[src/rtl/activation_packer_pkg.sv]
// Layer-wide activation types shared by the packer and the neuron arrays.
//   ACT_W     : bit width of one activation element
//   N_ACT     : elements per activation vector (neuron fan-in)
//   act_t     : one signed activation element
//   act_vec_t : one full activation vector, element i at bits [i*ACT_W +: ACT_W]
package activation_packer_pkg;

  localparam int unsigned ACT_W = 8;
  localparam int unsigned N_ACT = 128;

  typedef logic signed [ACT_W-1:0] act_t;
  typedef act_t [N_ACT-1:0]        act_vec_t;

endpackage

[src/rtl/activation_packer_act_bank.sv]
// One activation vector of storage: N_ACT x WIDTH_IN registers with a single
// indexed write port and a full-width read of the whole vector.
// Ports:
//   clk, rst : rising-edge clock, asynchronous active-high reset (clears storage)
//   we       : write enable
//   widx     : element index written when we=1
//   wdata    : element value, stored bit-exact
//   rdata    : whole vector, element i at bits [i*WIDTH_IN +: WIDTH_IN]
module activation_packer_act_bank
  import activation_packer_pkg::*;
#(
  parameter int unsigned WIDTH_IN = ACT_W,
  parameter int unsigned N_ACT    = activation_packer_pkg::N_ACT,
  localparam int unsigned IdxW    = $clog2(N_ACT)
) (
  input  logic                         clk,
  input  logic                         rst,
  input  logic                         we,
  input  logic [IdxW-1:0]              widx,
  input  logic [WIDTH_IN-1:0]          wdata,
  output logic [N_ACT*WIDTH_IN-1:0]    rdata
);

  logic [N_ACT-1:0][WIDTH_IN-1:0] mem_q;

  always_ff @(posedge clk or posedge rst) begin
    if (rst) begin
      mem_q <= '0;
    end else if (we) begin
      mem_q[widx] <= wdata;
    end
  end

  assign rdata = mem_q;

endmodule

[src/rtl/activation_packer.sv]
// Collects the serial stream of neuron results into full activation vectors
// using a ping-pong pair of banks: one bank fills while the other waits for
// the downstream layer.
// Ports:
//   clk, rst   : rising-edge clock, asynchronous active-high reset
//   in_valid   : in_data holds a neuron result
//   in_ready   : packer accepts in_data this cycle (from registered flags only)
//   in_data    : signed neuron result, stored bit-exact
//   clr        : synchronous abort of the partially filled vector
//   out_valid  : out_vector holds a complete vector
//   out_ready  : downstream takes out_vector this cycle
//   out_vector : complete vector, element i = i-th accepted beat
//   fill_level : elements written into the current write bank
//   banks_full : number of complete banks held (0..2)
module activation_packer
  import activation_packer_pkg::*;
#(
  parameter int unsigned WIDTH_IN = ACT_W,
  parameter int unsigned N_ACT    = activation_packer_pkg::N_ACT,
  localparam int unsigned PtrW    = $clog2(N_ACT)
) (
  input  logic                             clk,
  input  logic                             rst,
  input  logic                             in_valid,
  output logic                             in_ready,
  input  logic signed [WIDTH_IN-1:0]       in_data,
  input  logic                             clr,
  output logic                             out_valid,
  input  logic                             out_ready,
  output logic [N_ACT*WIDTH_IN-1:0]        out_vector,
  output logic [PtrW-1:0]                  fill_level,
  output logic [1:0]                       banks_full
);

  logic            wr_bank_q, wr_bank_d;
  logic            rd_bank_q, rd_bank_d;
  logic [PtrW-1:0] wr_ptr_q, wr_ptr_d;
  logic [1:0]      full_q, full_d;

  logic            in_acc;
  logic            wr_en;
  logic            complete;
  logic            out_acc;
  logic [1:0]      bank_we;

  logic [N_ACT*WIDTH_IN-1:0] rdata0, rdata1;

  assign in_ready = ~full_q[wr_bank_q];
  assign in_acc   = in_valid & in_ready;
  // clr wins over a coincident beat, including the completing one.
  assign wr_en    = in_acc & ~clr;
  assign complete = wr_en & (wr_ptr_q == PtrW'(N_ACT - 1));

  assign out_valid = full_q[rd_bank_q];
  assign out_acc   = out_valid & out_ready;

  assign bank_we[0] = wr_en & ~wr_bank_q;
  assign bank_we[1] = wr_en &  wr_bank_q;

  always_comb begin
    wr_bank_d = wr_bank_q;
    rd_bank_d = rd_bank_q;
    wr_ptr_d  = wr_ptr_q;
    full_d    = full_q;

    // A completing write needs its bank empty and an output accept needs its
    // bank full, so both can touch full_d in one cycle without colliding.
    if (out_acc) begin
      full_d[rd_bank_q] = 1'b0;
      rd_bank_d         = ~rd_bank_q;
    end

    if (clr) begin
      wr_ptr_d = '0;
    end else if (complete) begin
      full_d[wr_bank_q] = 1'b1;
      wr_bank_d         = ~wr_bank_q;
      wr_ptr_d          = '0;
    end else if (wr_en) begin
      wr_ptr_d = wr_ptr_q + 1'b1;
    end
  end

  always_ff @(posedge clk or posedge rst) begin
    if (rst) begin
      wr_bank_q <= 1'b0;
      rd_bank_q <= 1'b0;
      wr_ptr_q  <= '0;
      full_q    <= '0;
    end else begin
      wr_bank_q <= wr_bank_d;
      rd_bank_q <= rd_bank_d;
      wr_ptr_q  <= wr_ptr_d;
      full_q    <= full_d;
    end
  end

  activation_packer_act_bank #(
    .WIDTH_IN (WIDTH_IN),
    .N_ACT    (N_ACT)
  ) u_bank0 (
    .clk   (clk),
    .rst   (rst),
    .we    (bank_we[0]),
    .widx  (wr_ptr_q),
    .wdata (in_data),
    .rdata (rdata0)
  );

  activation_packer_act_bank #(
    .WIDTH_IN (WIDTH_IN),
    .N_ACT    (N_ACT)
  ) u_bank1 (
    .clk   (clk),
    .rst   (rst),
    .we    (bank_we[1]),
    .widx  (wr_ptr_q),
    .wdata (in_data),
    .rdata (rdata1)
  );

  assign out_vector = rd_bank_q ? rdata1 : rdata0;
  assign fill_level = wr_ptr_q;
  assign banks_full = {1'b0, full_q[0]} + {1'b0, full_q[1]};

endmodule
[config.mk]
export PLATFORM = sky130hd
export DESIGN_NAME = activation_packer
export DESIGN_NICKNAME = d
export VERILOG_FILES = /design/src/rtl/activation_packer_pkg.sv /design/src/rtl/activation_packer_act_bank.sv /design/src/rtl/activation_packer.sv
export SDC_FILE = /design/constraint.sdc
export NUM_CORES = 2
export LEC_CHECK = 0
export CAP_MARGIN = 10
export CORE_UTILIZATION = 55
export DETAILED_ROUTE_END_ITERATION = 16
export GPL_ROUTABILITY_DRIVEN = 0
export HOLD_SLACK_MARGIN = 0.12
export PLACE_DENSITY = 0.85
export SYNTH_ARGS = -nofsm -noshare
export SYNTH_HDL_FRONTEND = slang
export SYNTH_SLANG_ARGS = --single-unit
[constraint.sdc]
create_clock -name clk -period 118.8 [get_ports clk]
set_clock_uncertainty 0.2 [all_clocks]
set_input_delay 23.76 -clock clk [delete_from_list [all_inputs] [get_ports clk]]
set_output_delay 23.76 -clock clk [all_outputs]
set_load 0.02 [all_outputs]
Yosys cells after proc, flatten, opt, wreduce, memory -nomap -nowiden. Index checks and enable logic that the tools add are counted.

$add $sub $neg: 2. Magnitude comparators: 6. Equal/unequal tests: 1. Muxes and demuxes: 19. Bitwise logic cells: 13. Reductions and logical operators: 5.

Operators by type and width (number): $bwmux 1024 (2); $mux 1024 (1); $demux 8 s7 (1); $mux 7 (3); $lt 7x8->1 const B (1); $mux 8 (1); $add 7x1->7 const B (1); $eq 7x7->1 const B (1); $ge 7x1->1 const B (1); $and 1x1->1 (6); $mux 1 (6); $mux 2 (3); $lt 1x2->1 const B (2); $not 1->1 (4); $logic_and 1x1->1 (3); $reduce_bool 3->1 (1); $add 1x1->2 (1); $and 2x2->2 (1); $demux 1 s1 (2); $ge 1x1->1 const B (2); $not 2->2 (1); $or 2x2->2 (1); $reduce_and 2->1 (1).

Flip-flop bits (word level): 2059. Output and inout bits: 1035. Word-level logic and storage cells: 306.

Depth between registers and ports, before layout.
Depth in word-level cells: 10. Gate-level depth with buffers: 7. Mapped depth without buffers: 4.

Hierarchy. From an unflattened synthesis, not the netlist that was laid out.

Cell total of the unflattened synthesis: 5931. Area total of the unflattened synthesis: 90498.0 µm².

By module, submodules not included: activation_packer_act_bank at u_bank1 (instances 1, cells an instance 2379, area an instance 38987.4 µm², seq. area each 25624.6 µm²); activation_packer_act_bank at u_bank0 (instances 1, cells an instance 2355, area an instance 38851.0 µm², seq. area each 25624.6 µm²); activation_packer (instances 1, cells an instance 1197, area an instance 12659.6 µm², seq. area each 275.3 µm²).

Worst setup path after synthesis. Ideal clock, no wire load.

Path type: input-to-reg. From: input in_valid. To: register u_bank0.mem_q, in the netlist u_bank0.rdata[472]. Arrival time: 25.322 ns. Required time: 118.475 ns. Setup slack: 93.153 ns. Stages on the path: 6. Path buffers: 3. Cell sequence: buf_4 > or4b_1 > buf_2 > buf_6 > nor3_4 > mux2_2.

Word-level cells in the longest chain between the ends: 3.

RTL lines: start, declared (RTL line activation_packer.sv:24) `input logic in_valid,`; $and 1x1->1 (RTL line activation_packer.sv:49) `assign in_acc = in_valid & in_ready;`; $and 1x1->1 (RTL line activation_packer.sv:51) `assign wr_en = in_acc & ~clr;`; $and 1x1->1 (RTL line activation_packer.sv:57) `assign bank_we[0] = wr_en & ~wr_bank_q;`; end signal, assigned by index (RTL line activation_packer_act_bank.sv:30) `mem_q[widx] <= wdata;`; end, declared (RTL line activation_packer_act_bank.sv:24) `logic [N_ACT-1:0][WIDTH_IN-1:0] mem_q;`.

No other way between the ends. A chain may end at the register's enable or synchronous reset.

Worst setup path after layout.
From: register rd_bank_q. To: output out_vector[419].

Word-level cells in the longest chain between the ends: 1.

RTL lines: start, declared (RTL line activation_packer.sv:36) `logic rd_bank_q, rd_bank_d;`; start signal, assigned (RTL line activation_packer.sv:92) `rd_bank_q <= rd_bank_d;`; $mux 1024 (RTL line activation_packer.sv:122) `assign out_vector = rd_bank_q ? rdata1 : rdata0;`; end, declared (RTL line activation_packer.sv:30) `output logic [N_ACT*WIDTH_IN-1:0] out_vector,`.

No other way between the ends.

==> impl_metrics.env <==
export IMPL_drc=0
export IMPL_core_area_sq_mm=0.164
export IMPL_max_slew_worst_pin_slew_ns=1.19
export IMPL_cts_tree="yes"
export IMPL_slew_headroom=0.204
export IMPL_num_vias=55387
export IMPL_yosys_register_bits=2059
export IMPL_yosysWarnings=0
export IMPL_outcome="completed"
export IMPL_cts_sinks=2059
export IMPL_first_global_vias=58800
export IMPL_power_density_mw_per_mm2=13.4
export IMPL_p_seq_frac=0.485
export IMPL_worst_ep_required_time_ns=94.84
export IMPL_rsz0062_at_grt="no"
export IMPL_die_area_sq_mm=0.167
export IMPL_io_pins=1048
export IMPL_track_usage=0.322
export IMPL_fmax_ghz=0.0327
export IMPL_insertion_delay_ns=0.87
export IMPL_antenna_found_initial=8
export IMPL_p_leak_nw=54.4
export IMPL_ys_types=49
export IMPL_grt_pass1_wl_microns=399000
export IMPL_rows=148
export IMPL_layout_common_cells="mux2_2 (3075), dfrtp_1 (2054), clkdlybuf4s50_1 (1039)"
export IMPL_nets=6826
export IMPL_fin_tns_setup_ns=0
export IMPL_cts_resized=0
export IMPL_cts_root_buf="clkbuf_16"
export IMPL_ff_latch_area_sq_mm=0.0515
export IMPL_grt_overflow=0
export IMPL_cp_max_fo=172
export IMPL_fp_dieW_microns=409
export IMPL_io_buffers=1047
export IMPL_netlist_instances=5930
export IMPL_syn_nets=5945
export IMPL_firstDrtPassIters=6
export IMPL_synth_area_sq_mm=0.0910
export IMPL_vdd_drop_max_mv=0.0149
export IMPL_avgRoutedWirePerCell_microns=29.6
export IMPL_swShare=0.241
export IMPL_hp_start="u_bank0.rdata[666]$_DFFE_PP0P_"
export IMPL_startpoint_type="register"
export IMPL_maxSlewViolCount=0
export IMPL_synth_edff_count=0
export IMPL_antenna_left=0
export IMPL_comb_power_share=0.070
export IMPL_layout_commonest_cell="mux2_2"
export IMPL_cp_end_kind="output pin"
export IMPL_grt_max_degree=187
export IMPL_cts_clk_slew_worst_paths_ns=0.06
export IMPL_fin_crit_sh=0.257
export IMPL_clockBufferDepth=3
export IMPL_multi_input_area_sq_mm=0.0377
export IMPL_p_clk_frac=0.445
export IMPL_die_h_microns=409
export IMPL_via_per_inst=6.05
export IMPL_criticalPathCategory="reg2out"
export IMPL_hold_viol=0
export IMPL_cts_max_level=4
export IMPL_final_util=0.673
export IMPL_p_sw_mw=0.355
export IMPL_cts_buffers_inserted=205
export IMPL_synth_top_flop_cell="dfrtp_1"
export IMPL_min_period_ns=30.57
export IMPL_avgSynthCellArea_sq_um=15.4
export IMPL_maxCapViolations=0
export IMPL_p_int_mw=1.12
export IMPL_ys_seq_area_frac=0.566
export IMPL_reg2reg_from="fill_level[3]$_DFFE_PP0P_"
export IMPL_hp_class="reg2reg"
export IMPL_start_util=0.557
export IMPL_dp_final_hpwl_microns=177000
export IMPL_syn_to_final_growth_pct=20.9
export IMPL_first_iter_violations=3976
export IMPL_wl_microns=271000
export IMPL_nFillCells=10852
export IMPL_postCtsSetupBuffers=0
export IMPL_drive_above_1_share=0.525
export IMPL_cts_hold_buffers=0
export IMPL_cp_startpoint="rd_bank_q$_DFFE_PP0N_"
export IMPL_setup_viol=0
export IMPL_synthArstFlopShare=1.00
export IMPL_arrival_ns=6.61
## per-stage QoR
stage,setup slack (ns),power [mW],area (sq um),hold WS [ns],cells
global placement,89.28,0.826,103000,0.281,8779
CTS,88.28,1.48,110000,0.300,9144
finish,88.23,1.47,110000,0.298,9149
detailed placement,89.05,0.829,103000,0.287,8779
global route,88.00,1.51,110000,0.308,9144
floorplan,36.68,0.795,91000,0.274,5930
## synthesized netlist by cell type, drive strengths merged, types with 5 or more instances
cell type	instances	area, sq um
clkbuf	350	1310
nand2	5	18.8
and3	23	144
nor3	45	652
mux2	3075	34600
dfrtp	2059	51500
nor3b	5	47.5
a21oi	7	35.0
buf	107	616
nor4b	5	110
nand3	187	1420
and3b	5	43.8
inv	6	22.5
o21ai	5	25.0
## final timing paths
check	to	slack, ns	cells past startpoint
max in group asynchronous	u_bank0.rdata[797]$_DFFE_PP0P_	90.11	7
hold / removal	u_bank0.rdata[666]$_DFFE_PP0P_	0.30	1
min in group asynchronous	u_bank1.rdata[319]$_DFFE_PP0P_	23.31	2
hold reg to reg	u_bank0.rdata[666]$_DFFE_PP0P_	0.30	1
setup reg to reg	u_bank0.rdata[764]$_DFFE_PP0P_	115.10	3
setup / recovery	out_vector[419]	88.23	6
## metal layers
metal  part of all wire  routed length (microns)  GRT usage  vias up
li1                   -                        -          -    23149
met1               0.39                   106000      0.407    29575
met2               0.46                   124000      0.494     2046
met3              0.079                    21400     0.0882      611
met4              0.068                    18500      0.195        6
met5            0.00017                       45          0        -
## power groups by stage
stage	sequential (mW)	combinational, mW	clock, mW
after floorplan	0.727	0.0683	0
after global routing	0.714	0.109	0.690
after CTS	0.714	0.103	0.662
final	0.714	0.103	0.654
after global placement	0.726	0.101	0
after detailed placement	0.726	0.102	0
## area by class of cell
cell class	count	share of cell area
repair buffers	1131	0.102
multi-input cells	3408	0.342
diodes	5	0.000114
clock inverters	70	0.00856
well taps	2175	0.0247
clock buffers	295	0.0535
inverters	6	0.000273
flip-flops and latches	2059	0.468
## critical path: stages (launching register included)
cell and delay, ns:
dfrtp_4 1.02, buf_4 0.91, buf_12 0.81, buf_4 0.86
buf_4 0.81, mux2_2 0.43, clkdlybuf4s50_1 0.56
## sequential cells by signal, summed over array words and instances (netlist names)
name           flops
full_q             2
wr_bank_q          1
rd_bank_q          1
u_bank1.rdata   1024
u_bank0.rdata   1024
fill_level         7
## cell families (layout without fill, tap and decap cells)
family / count (synthesis) / after routing / synth area share
AND/OR/NAND/NOR: 308 / 308 / 0.0304
AO/OA/AOI/OAI: 22 / 22 / 0.00151
multiplexers: 3075 / 3075 / 0.380
XOR/XNOR: 1 / 1 / 0.0000962
flip-flops: 2059 / 2059 / 0.566
buffers and inverters: 463 / 1502 / 0.0214
other: 0 / 5 / 0
adder cells (fa/ha/maj): 2 / 2 / 0.000275
Note: power is estimated with default switching activity, not from simulation.
